<file path="src/rtl/div_scale_ctrl_pkg.sv">
// Shared constants, FSM encoding and index helper for the volts/div scale controller.
// Latency: n/a (declarations only).
// Backpressure: n/a.
package div_scale_ctrl_pkg;

   localparam int DIV_INDEX_W           = 3;

   localparam int DEF_MAX_INDEX         = 7;
   localparam int DEF_DEFAULT_INDEX     = 3;
   localparam int DEF_DEBOUNCE_FRAMES   = 3;
   localparam int DEF_REPEAT_DELAY      = 30;
   localparam int DEF_REPEAT_RATE       = 6;
   localparam int DEF_BLINK_FRAMES      = 15;
   localparam int DEF_BLINK_TOGGLES     = 4;

   typedef enum logic [1:0] {
      ST_IDLE   = 2'd0,
      ST_HOLD   = 2'd1,
      ST_REPEAT = 2'd2,
      ST_LOCK   = 2'd3
   } state_t;

   // One saturating step of the scale index, up or down.
   function automatic logic [DIV_INDEX_W-1:0] sat_step(
      input logic [DIV_INDEX_W-1:0] idx,
      input logic                   up,
      input logic [DIV_INDEX_W-1:0] max_idx
   );
      logic [DIV_INDEX_W-1:0] r;
      r = idx;
      if (up) begin
         if (idx < max_idx) r = idx + DIV_INDEX_W'(1);
      end else begin
         if (idx != '0) r = idx - DIV_INDEX_W'(1);
      end
      return r;
   endfunction

endpackage

</file>
<file path="src/rtl/div_btn_debounce.sv">
// Two-flop synchroniser plus frame-tick debouncer for one raw push-button.
// Latency: 2 cycles sync + DEBOUNCE_FRAMES consecutive frame_ticks before level_o follows.
// Backpressure: none; free-running, output is a level.
module div_btn_debounce #(
   parameter int DEBOUNCE_FRAMES = 3
) (
   input  logic CLOCK,
   input  logic RESET,
   input  logic frame_tick_i,
   input  logic btn_i,
   output logic level_o
);
   localparam int CW = $clog2(DEBOUNCE_FRAMES + 1);

   logic [1:0]    sync_q;
   logic [1:0]    fill_q;
   logic          armed_q;
   logic          level_q;
   logic [CW-1:0] cnt_q;
   logic          synced;

   assign synced  = sync_q[1];
   assign level_o = level_q;

   // Synchronise the raw button and arm only after it has been seen low once the
   // sync pipe holds real samples, so a button held through reset never registers
   // as a fresh press.
   always_ff @(posedge CLOCK or posedge RESET) begin
      if (RESET) begin
         sync_q  <= '0;
         fill_q  <= '0;
         armed_q <= 1'b0;
      end else begin
         sync_q <= {sync_q[0], btn_i};
         if (fill_q != 2'd2) fill_q <= fill_q + 2'd1;
         if (fill_q == 2'd2 && !synced) armed_q <= 1'b1;
      end
   end

   // Accept a new level after it has differed at DEBOUNCE_FRAMES consecutive ticks;
   // any agreeing tick restarts the count.
   always_ff @(posedge CLOCK or posedge RESET) begin
      if (RESET) begin
         level_q <= 1'b0;
         cnt_q   <= '0;
      end else if (frame_tick_i) begin
         if (armed_q && (synced != level_q)) begin
            if (cnt_q == CW'(DEBOUNCE_FRAMES - 1)) begin
               level_q <= synced;
               cnt_q   <= '0;
            end else begin
               cnt_q <= cnt_q + CW'(1);
            end
         end else begin
            cnt_q <= '0;
         end
      end
   end

endmodule

</file>
<file path="src/rtl/div_scale_ctrl.sv">
// Volts/div index controller: debounced up/down buttons with auto-repeat, saturating index, label blink.
// Latency: first step 1 cycle after the debounced level rises; div_changed and index move together.
// Backpressure: none; all timing is paced by frame_tick.
module div_scale_ctrl
   import div_scale_ctrl_pkg::*;
#(
   parameter int MAX_INDEX       = DEF_MAX_INDEX,
   parameter int DEFAULT_INDEX   = DEF_DEFAULT_INDEX,
   parameter int DEBOUNCE_FRAMES = DEF_DEBOUNCE_FRAMES,
   parameter int REPEAT_DELAY    = DEF_REPEAT_DELAY,
   parameter int REPEAT_RATE     = DEF_REPEAT_RATE,
   parameter int BLINK_FRAMES    = DEF_BLINK_FRAMES,
   parameter int BLINK_TOGGLES   = DEF_BLINK_TOGGLES
) (
   input  logic                   CLOCK,
   input  logic                   RESET,
   input  logic                   frame_tick,
   input  logic                   btn_up,
   input  logic                   btn_down,
   output logic [DIV_INDEX_W-1:0] div_index,
   output logic                   div_changed,
   output logic                   label_on
);
   localparam int RMAX = (REPEAT_DELAY > REPEAT_RATE) ? REPEAT_DELAY : REPEAT_RATE;
   localparam int RW   = $clog2(RMAX + 1);
   localparam int BW   = $clog2(BLINK_FRAMES + 1);
   localparam int TW   = $clog2(BLINK_TOGGLES + 1);
   localparam logic [DIV_INDEX_W-1:0] MAX_IDX = DIV_INDEX_W'(MAX_INDEX);

   logic                   up_lvl;
   logic                   dn_lvl;
   state_t                 state_q;
   logic                   dir_up_q;
   logic [RW-1:0]          rep_cnt_q;
   logic [DIV_INDEX_W-1:0] idx_q;
   logic [DIV_INDEX_W-1:0] idx_d;
   logic                   chg_q;
   logic                   label_q;
   logic [TW-1:0]          toggle_q;
   logic [BW-1:0]          phase_q;
   logic                   held;
   logic                   other;
   logic                   step_req;
   logic                   step_up;

   div_btn_debounce #(.DEBOUNCE_FRAMES(DEBOUNCE_FRAMES)) u_db_up (
      .CLOCK        (CLOCK),
      .RESET        (RESET),
      .frame_tick_i (frame_tick),
      .btn_i        (btn_up),
      .level_o      (up_lvl)
   );

   div_btn_debounce #(.DEBOUNCE_FRAMES(DEBOUNCE_FRAMES)) u_db_dn (
      .CLOCK        (CLOCK),
      .RESET        (RESET),
      .frame_tick_i (frame_tick),
      .btn_i        (btn_down),
      .level_o      (dn_lvl)
   );

   assign held  = dir_up_q ? up_lvl : dn_lvl;
   assign other = dir_up_q ? dn_lvl : up_lvl;

   // Decide whether this cycle issues a step; transition cycles (release/lock) never step.
   always_comb begin
      step_req = 1'b0;
      step_up  = dir_up_q;
      case (state_q)
         ST_IDLE: begin
            if (up_lvl ^ dn_lvl) begin
               step_req = 1'b1;
               step_up  = up_lvl;
            end
         end
         ST_HOLD: begin
            if (held && !other && frame_tick && rep_cnt_q == RW'(REPEAT_DELAY - 1))
               step_req = 1'b1;
         end
         ST_REPEAT: begin
            if (held && !other && frame_tick && rep_cnt_q == RW'(REPEAT_RATE - 1))
               step_req = 1'b1;
         end
         default: ;
      endcase
      idx_d = sat_step(idx_q, step_up, MAX_IDX);
   end

   // Button sequencing: first step, delayed auto-repeat, and a lock-out while both are down.
   always_ff @(posedge CLOCK or posedge RESET) begin
      if (RESET) begin
         state_q   <= ST_IDLE;
         dir_up_q  <= 1'b0;
         rep_cnt_q <= '0;
      end else begin
         case (state_q)
            ST_IDLE: begin
               rep_cnt_q <= '0;
               if (up_lvl ^ dn_lvl) begin
                  state_q  <= ST_HOLD;
                  dir_up_q <= up_lvl;
               end else if (up_lvl && dn_lvl) begin
                  state_q <= ST_LOCK;
               end
            end
            ST_HOLD, ST_REPEAT: begin
               if (!held) begin
                  state_q   <= ST_IDLE;
                  rep_cnt_q <= '0;
               end else if (other) begin
                  state_q   <= ST_LOCK;
                  rep_cnt_q <= '0;
               end else if (frame_tick) begin
                  if (step_req) begin
                     state_q   <= ST_REPEAT;
                     rep_cnt_q <= '0;
                  end else begin
                     rep_cnt_q <= rep_cnt_q + RW'(1);
                  end
               end
            end
            ST_LOCK: begin
               if (!up_lvl && !dn_lvl) state_q <= ST_IDLE;
            end
            default: state_q <= ST_IDLE;
         endcase
      end
   end

   // Apply steps to the index; flag a change only when saturation did not swallow it.
   always_ff @(posedge CLOCK or posedge RESET) begin
      if (RESET) begin
         idx_q <= DIV_INDEX_W'(DEFAULT_INDEX);
         chg_q <= 1'b0;
      end else begin
         chg_q <= 1'b0;
         if (step_req) begin
            idx_q <= idx_d;
            chg_q <= (idx_d != idx_q);
         end
      end
   end

   // Blink the label after each real change; the last toggle always leaves it lit.
   always_ff @(posedge CLOCK or posedge RESET) begin
      if (RESET) begin
         label_q  <= 1'b1;
         toggle_q <= '0;
         phase_q  <= '0;
      end else if (chg_q) begin
         label_q  <= 1'b0;
         toggle_q <= TW'(BLINK_TOGGLES);
         phase_q  <= '0;
      end else if (toggle_q != '0 && frame_tick) begin
         if (phase_q == BW'(BLINK_FRAMES - 1)) begin
            phase_q  <= '0;
            toggle_q <= toggle_q - TW'(1);
            label_q  <= (toggle_q == TW'(1)) ? 1'b1 : ~label_q;
         end else begin
            phase_q <= phase_q + BW'(1);
         end
      end
   end

   assign div_index   = idx_q;
   assign div_changed = chg_q;
   assign label_on    = label_q;

endmodule

</file>
<file path="config.mk">
export PLATFORM = sky130hd
export DESIGN_NAME = div_scale_ctrl
export DESIGN_NICKNAME = d
export VERILOG_FILES = /design/src/rtl/div_scale_ctrl_pkg.sv /design/src/rtl/div_btn_debounce.sv /design/src/rtl/div_scale_ctrl.sv
export SDC_FILE = /design/constraint.sdc
export NUM_CORES = 1
export LEC_CHECK = 0
export ABC_AREA = 1
export ABC_CLOCK_PERIOD_IN_PS = 1600
export CORE_ASPECT_RATIO = 1.75
export CORE_UTILIZATION = 53
export DETAILED_ROUTE_END_ITERATION = 10
export PLACE_DENSITY = 0.74
export SLEW_MARGIN = 20
export SYNTH_ARGS = -nofsm -noshare
export SYNTH_HDL_FRONTEND = slang
export SYNTH_SLANG_ARGS = --single-unit
</file>
<file path="constraint.sdc">
create_clock -name CLOCK -period 1.6 [get_ports CLOCK]
set_clock_uncertainty 0.1 [all_clocks]
set_input_delay 0.32 -clock CLOCK [delete_from_list [all_inputs] [get_ports CLOCK]]
set_output_delay 0.32 -clock CLOCK [all_outputs]
set_load 0.01 [all_outputs]
</file>
==> metrics.md, run 1 <==
| Metric | Value |
|---|---|
| Status | `finished with violations` |
| Failing checks | `setup timing` |
| Hold Path Class | `flop to flop` |
| Clk_lat worst skew | `290 ps` |
| Cell Rows | `29` |
| Final Hold Vio Count | `0` |
| Die height | `83.5 um` |
| Slack of the worst reg-to-reg path | `-2 ps` |
| Clk buf depth | `2` |
| Crit path DAT | `1680 ps` |
| Vias in the first global route | `1,725` |
| Ordered list of cells on the worst path | `inv_2 -> buf_4 -> nand2_1 -> nand2_4 -> nor2_2 -> nand3_1 -> nand2_2 -> nand2_4 -> nand2_4 -> nand2_2 -> nand2_1 -> nand2_1` |
| Commonest non-fill, non-tap cell in the layout | `nand2_1` |
| Distinct cells, synth | `30` |
| Crit-path max cell delay | `370 ps` |
| Largest net degree at the start of global routing | `37` |
| I/O pins | `10` |
| CTS tree | `built` |
| Final net count | `297` |
| Combinational power share | `55.4%` |
| GRT overflow | `0` |
| Power after layout | `4.92 mW` |
| Core area | `0.00363 sq mm` |
| Max-Slew Margin vs Limit | `80.5%` |
| Post-synth top area share | `41.1%` |
| HPWL Detailed | `2.93 mm` |
| Req. time, crit path | `1680 ps` |
| Antenna cells | `0` |
| Worst-margin pin slew | `291 ps` |
| Int Pwr | `2.87 mW` |
| Critical R2R Capture | `state_q[0]` |
| Synth top area cells | `dfrtp_1, ha_1, nand2_1, inv_1, o21ai_0` |
| # Max-Cap Violations | `0` |
| DP Area | `0.00236 sq mm` |
| Clk sinks | `36` |
| Initial antenna violation count | `0` |
| Clk slew on worst S/H paths | `80 ps` |
| Yosys reg bits | `36` |
| Fin crit share | `100%` |
| Worst setup SP type | `flop` |
| Area delta synth->final | `26.8%` |
| Total track usage | `21.9%` |
| Critical path fanouts, max | `6` |
| Pwr per Cell Area | `1930 mW/mm^2` |
| Sequential fraction of the synthesis area | `45.0%` |
| Clock power frac | `16.2%` |
| Net Sw Power | `2.05 mW` |
| Die span in x | `48.6 um` |
| Worst Setup SP | `u_db_dn.level_o` |
| Hold wc startpoint | `u_db_up.sync_q[0]` |
| Period minus WS final | `1600 ps` |
| Commonest cells after routing, fill and taps aside | `nand2_1, dfrtp_1, inv_1` |
| Syn_area_per_cell | `8.67 sq um` |
| Via/cell ratio | `5.28` |
| Final Worst Setup Slack | `-2.05 ps` |
| Crit-path slowest cell | `dfrtp_1` |
| Max-slew violation count | `0` |
| FMAX | `0.624 GHz` |
| Crit. End Element | `flop` |
| Total CTS buffers | `5` |
| Drt pass-1 iters | `6` |
| Hold EP | `u_db_up.sync_q[1]` |
| Post-route ant nets | `0` |
| Initial Util | `55.4%` |
| Design area | `0.00255 sq mm` |
| Synth area leader | `dfrtp_1` |
| Gate Count Post-Synth | `232` |
| Initial DRC count | `34` |
| IO buf count | `9` |
| Worst hold path cell count | `0` |
| Critical path type | `flop to flop` |
| Critical R2R Launch | `u_db_dn.level_o` |
| Post-Route WL | `4.01 mm` |
| DR vias | `1,689` |
| Total negative slack | `-2.05 ps` |
| Sequential share of power | `28.4%` |
| First-pass GRT wire length | `6.89 mm` |
| Routability congestion estimate | `0.754` |
| Net Count, Synth | `256` |
| Share of cells above drive strength 1 | `27.0%` |
| Maximum VDD drop | `1.35 mV` |
| CTS Root Cell | `clkbuf_8` |
| Yosys warns | `0` |
| Die area | `0.00405 sq mm` |
| Synth Cell Area | `0.00201 sq mm` |
| Reg2reg path depth | `12` |
| H-tree level count | `2` |
| RSZ-0062 raised after global routing | `true` |
| Wire length per cell | `12.5 um` |
| Sw Share | `41.6%` |
| Finished Core Util | `70.3%` |
| Setup Viol. Count Final | `1` |
| DRC | `0` |
| Pleak | `1.25 nW` |
==> cells in the mapped netlist <==
cell type / count
inv_2: 5
nand2_1: 44
a31oi_1: 1
nand3b_1: 1
nand4_1: 9
xnor2_1: 2
ha_1: 19
a21oi_1: 10
dfstp_2: 3
xor2_1: 1
o31ai_1: 2
o22ai_1: 3
nor2_1: 8
or2_0: 1
nor3_2: 1
nand2_4: 4
dfrtp_1: 33
o21ai_0: 18
a21oi_2: 1
nand2_2: 5
a21o_1: 2
nor2_2: 3
inv_1: 32
nand3_2: 1
inv_4: 1
o21ai_1: 5
o21ai_2: 1
nor3_1: 3
nand3_1: 12
clkbuf_1: 1
==> critical path, delay by kind of cell, from the launching register on <==
kind	cells	cell delay, ps
flops	1	370
buf+inv	2	200
simple gates	10	820
==> final cells by class <==
type | instances | area (sq um)
Clock inverter | 3 | 42.5
Tap cell | 46 | 57.6
Inverter | 38 | 148
Sequential cell | 36 | 905
Clock buffer | 5 | 68.8
Fill cell | 284 | 1080
Timing Repair Buffer | 35 | 295
Multi-Input combinational cell | 157 | 1030
==> worst max-delay path by stage <==
stage / end / slack (ps) / depth (start not counted)
6_report: state_q[0] / -2 / 12
3_5_place_dp: rep_cnt_q[1] / -150 / 7
5_1_grt: state_q[1] / -130 / 11
4_1_cts: state_q[0] / -6 / 11
3_3_place_gp: rep_cnt_q[4] / -140 / 8
2_1_floorplan: div_index[0] / 10 / 9
==> through the flow <==
step	setup WS, ps	instances	hold slack (ps)
detailed placement	-152	308	240
global route	-127	320	270
CTS	-6.21	318	256
finish	-2.05	320	251
floorplan	9.82	232	231
global placement	-138	308	235
==> power groups by stage <==
stage                     Sequential [mW]  Clock [mW]  Combinational (mW)
after detailed placement             1.42           0                2.51
final                                1.39       0.799                2.73
after floorplan                      1.44           0                1.60
after CTS                            1.39       0.816                2.63
after global routing                 1.43       0.845                3.05
after global placement               1.41           0                2.47
==> registers in the layout, summed over array words and instances (netlist names), 2 cells and up <==
signal          count
div_index           3
phase_q             4
rep_cnt_q           5
state_q             2
toggle_q            3
u_db_dn.cnt_q       2
u_db_dn.fill_q      2
u_db_dn.sync_q      2
u_db_up.cnt_q       2
u_db_up.fill_q      2
u_db_up.sync_q      2
==> routing by layer <==
metal  vias up  GRT usage, %  wire length (um)  share of wire (%)
met5         -             0                 0                  0
met3        14          4.01               107                2.7
met2        25          41.1              2230                 56
met4         0          13.4               142                3.5
li1        839             -                 -                  -
met1       811          21.3              1530                 38
==> repair_timing <==
item,CTS,global route
gates resized for setup,8,11
hold buffers,0,0
endpoints found under the setup margin,12,14
pin swaps,1,7
buffers inserted,2,2
==> cell families (layout without fill, tap and decap cells) <==
logic type,count (synthesis),after routing,share of synthesized area (%)
AO/OA/AOI/OAI,43,43,11.8
XOR/XNOR,3,3,1.31
adder cells (fa/ha/maj),19,19,11.8
buffers and inverters,39,81,7.41
flip-flops,36,36,45.0
AND/OR/NAND/NOR,92,92,22.7
No activity file was read; power rests on OpenSTA's default activity.
==> run 2, diff against run 1 <==
--- a/config.mk
+++ b/config.mk
@@ -15,3 +15,4 @@
 export SYNTH_ARGS = -nofsm -noshare
 export SYNTH_HDL_FRONTEND = slang
 export SYNTH_SLANG_ARGS = --single-unit
+export TNS_END_PERCENT = 20
==> run 2 against run 1 <==
Against the previous run:
- the run still ends with setup timing left
- core utilization shrank 0.72 points
- clock power is 0.8% lower
- non-clock buffer count down 2
- die area unchanged
- critical path type unchanged
==> metrics.md, run 2 (same netlist as run 1, synthesis figures left out) <==
| Metric | Value |
|---|---|
| Status | `finished with violations (unchanged)` |
| Failing checks | `setup timing (unchanged)` |
| Net Sw Power | `2.04 mW (was 2.05 mW)` |
| Clk_lat worst skew | `290 ps (about the same)` |
| Initial antenna violation count | `0 (unchanged)` |
| Hold wc startpoint | `u_db_up.sync_q[0] (unchanged)` |
| Commonest non-fill, non-tap cell in the layout | `nand2_1 (unchanged)` |
| Clk slew on worst S/H paths | `70 ps (was 80 ps)` |
| Final hold slack | `252 ps (was 251 ps)` |
| GRT overflow | `0 (unchanged)` |
| Drt pass-1 iters | `4 (was 6)` |
| Largest net degree at the start of global routing | `37 (unchanged)` |
| H-tree level count | `2 (unchanged)` |
| Wire length per cell | `12.6 um (was 12.5 um)` |
| Slack of the worst reg-to-reg path | `-10 ps (was -2 ps)` |
| Pwr per Cell Area | `1940 mW/mm^2 (was 1930 mW/mm^2)` |
| Non-filler cells, final | `318 (was 320)` |
| Crit. End Element | `flop (unchanged)` |
| RSZ-0062 raised after global routing | `true (unchanged)` |
| Clk sinks | `36 (unchanged)` |
| Worst setup SP type | `flop (unchanged)` |
| Pleak | `1.23 nW (was 1.25 nW)` |
| Final Worst Setup Slack | `-13.7 ps (was -2.05 ps)` |
| Commonest cells after routing, fill and taps aside | `nand2_1, dfrtp_1, inv_1 (unchanged)` |
| CTS tree | `built (unchanged)` |
| Clk buf depth | `2 (unchanged)` |
| Final net count | `295 (was 297)` |
| Die area | `0.00405 sq mm (unchanged)` |
| Total track usage | `21.7% (was 21.9%)` |
| Critical path fanouts, max | `6 (unchanged)` |
| Clock power frac | `16.2% (about the same)` |
| Max-Slew Margin vs Limit | `80.0% (was 80.5%)` |
| FMAX | `0.620 GHz (was 0.624 GHz)` |
| Combinational power share | `55.0% (was 55.4%)` |
| Final Hold Vio Count | `0 (unchanged)` |
| Max reg flops | `5 (unchanged)` |
| Crit path DAT | `1690 ps (was 1680 ps)` |
| Post-CTS Hold Fix Bufs | `0 (unchanged)` |
| Largest reg by FF count | `rep_cnt_q (unchanged)` |
| DRC | `0 (unchanged)` |
| HPWL Detailed | `2.93 mm (unchanged)` |
| Via/cell ratio | `5.20 (was 5.28)` |
| Die height | `83.5 um (unchanged)` |
| Sequential share of power | `28.8% (was 28.4%)` |
| Post-Route WL | `4.00 mm (was 4.01 mm)` |
| IO buf count | `9 (unchanged)` |
| I/O pins | `10 (unchanged)` |
| Hold Path Class | `flop to flop (unchanged)` |
| Maximum VDD drop | `1.32 mV (was 1.35 mV)` |
| Dpl cells | `308 (unchanged)` |
| Die span in x | `48.6 um (unchanged)` |
| Core area | `0.00363 sq mm (unchanged)` |
| Worst Setup SP | `state_q[0] (was u_db_dn.level_o)` |
| Routability congestion estimate | `0.754 (unchanged)` |
| Max-slew violation count | `0 (unchanged)` |
| Total CTS buffers | `5 (unchanged)` |
| First-pass GRT wire length | `6.82 mm (was 6.89 mm)` |
| Int Pwr | `2.86 mW (was 2.87 mW)` |
| Initial Util | `55.4% (unchanged)` |
| Critical path type | `flop to flop (unchanged)` |
| Setup Viol. Count Final | `4 (was 1)` |
| Finished Core Util | `69.6% (was 70.3%)` |
| Period minus WS final | `1610 ps (was 1600 ps)` |
| Vias in the first global route | `1,700 (was 1,725)` |
| Worst-margin pin slew | `298 ps (was 291 ps)` |
| # Max-Cap Violations | `0 (unchanged)` |
| Critical R2R Launch | `state_q[0] (was u_db_dn.level_o)` |
| Total negative slack | `-34.7 ps (was -2.05 ps)` |
| Pre-CTS WS | `-152 ps (unchanged)` |
| Cell Rows | `29 (unchanged)` |
| Antenna cells | `0 (unchanged)` |
| CTS Root Cell | `clkbuf_8 (unchanged)` |
| Initial DRC count | `30 (was 34)` |
| Share of cells above drive strength 1 | `26.5% (was 27.0%)` |
| DR vias | `1,655 (was 1,689)` |
| Sw Share | `41.7% (was 41.6%)` |
| Req. time, crit path | `1680 ps (about the same)` |
| Post-route ant nets | `0 (unchanged)` |
| Biggest regs | `rep_cnt_q (5), phase_q (4) (unchanged)` |
| Area delta synth->final | `25.5% (was 26.8%)` |
| FILL cells | `289 (was 284)` |
| Fin crit share | `101% (was 100%)` |
run 2: power by group through the flow:
stage	Sequential [mW]	Clock [mW]	Combinational, mW
6_report	1.41	0.793	2.70
5_1_grt	1.45	0.846	3.01
4_1_cts	1.41	0.816	2.54
3_5_place_dp	1.42	0	2.51
3_3_place_gp	1.41	0	2.47
2_1_floorplan	1.44	0	1.60
run 2: critical path, stage by stage (launching register included):
cell and delay, ps:
dfrtp_1 380, inv_2 60, ha_1 200, nand3b_1 170, nand2_1 80, nand3_1 80
nand2_2 80, nand2_4 90, a21oi_4 190, nor2_1 60
run 2: per-layer routing:
metal	track usage, %	routed length [um]	vias to the layer above
li1	-	-	832
met3	3.83	83	11
met4	12.6	117	0
met1	21.3	1570	792
met5	0	0	-
met2	41.0	2220	20
run 2: final timing paths:
kind / end / cells past startpoint
setup / recovery: rep_cnt_q[3] / 9
hold / removal: u_db_up.sync_q[1] / 0
setup reg to reg: rep_cnt_q[3] / 9
hold reg to reg: u_db_up.sync_q[1] / 0
max in group asynchronous: div_index[0] / 3
min in group asynchronous: toggle_q[2] / 3
run 2: final cells by class:
type                       count  area, sq um  share of cell area, %
clock buffer                   5         68.8                   2.73
clock inverter                 3         42.5                   1.69
inverter                      38          145                   5.75
multi-input combinational    157         1030                   40.8
sequential                    36          905                   35.8
tap                           46         57.6                   2.28
timing repair buffer          33          277                   11.0
run 2: through the flow:
stage                     area, sq um  total power, mW
after global placement           2360             3.88
after CTS                        2480             4.76
final                            2520             4.90
after floorplan                  2040             3.04
after detailed placement         2360             3.94
after global routing             2520             5.30
run 2: timing repair:
action / in CTS / in global routing
pin swaps: 0 / 5
endpoints found under the hold margin: 0 / 0
setup buffers: 0 / 2
gates resized for setup: 7 / 11
setup endpoints to repair: 12 / 13
gates cloned: 0 / 0
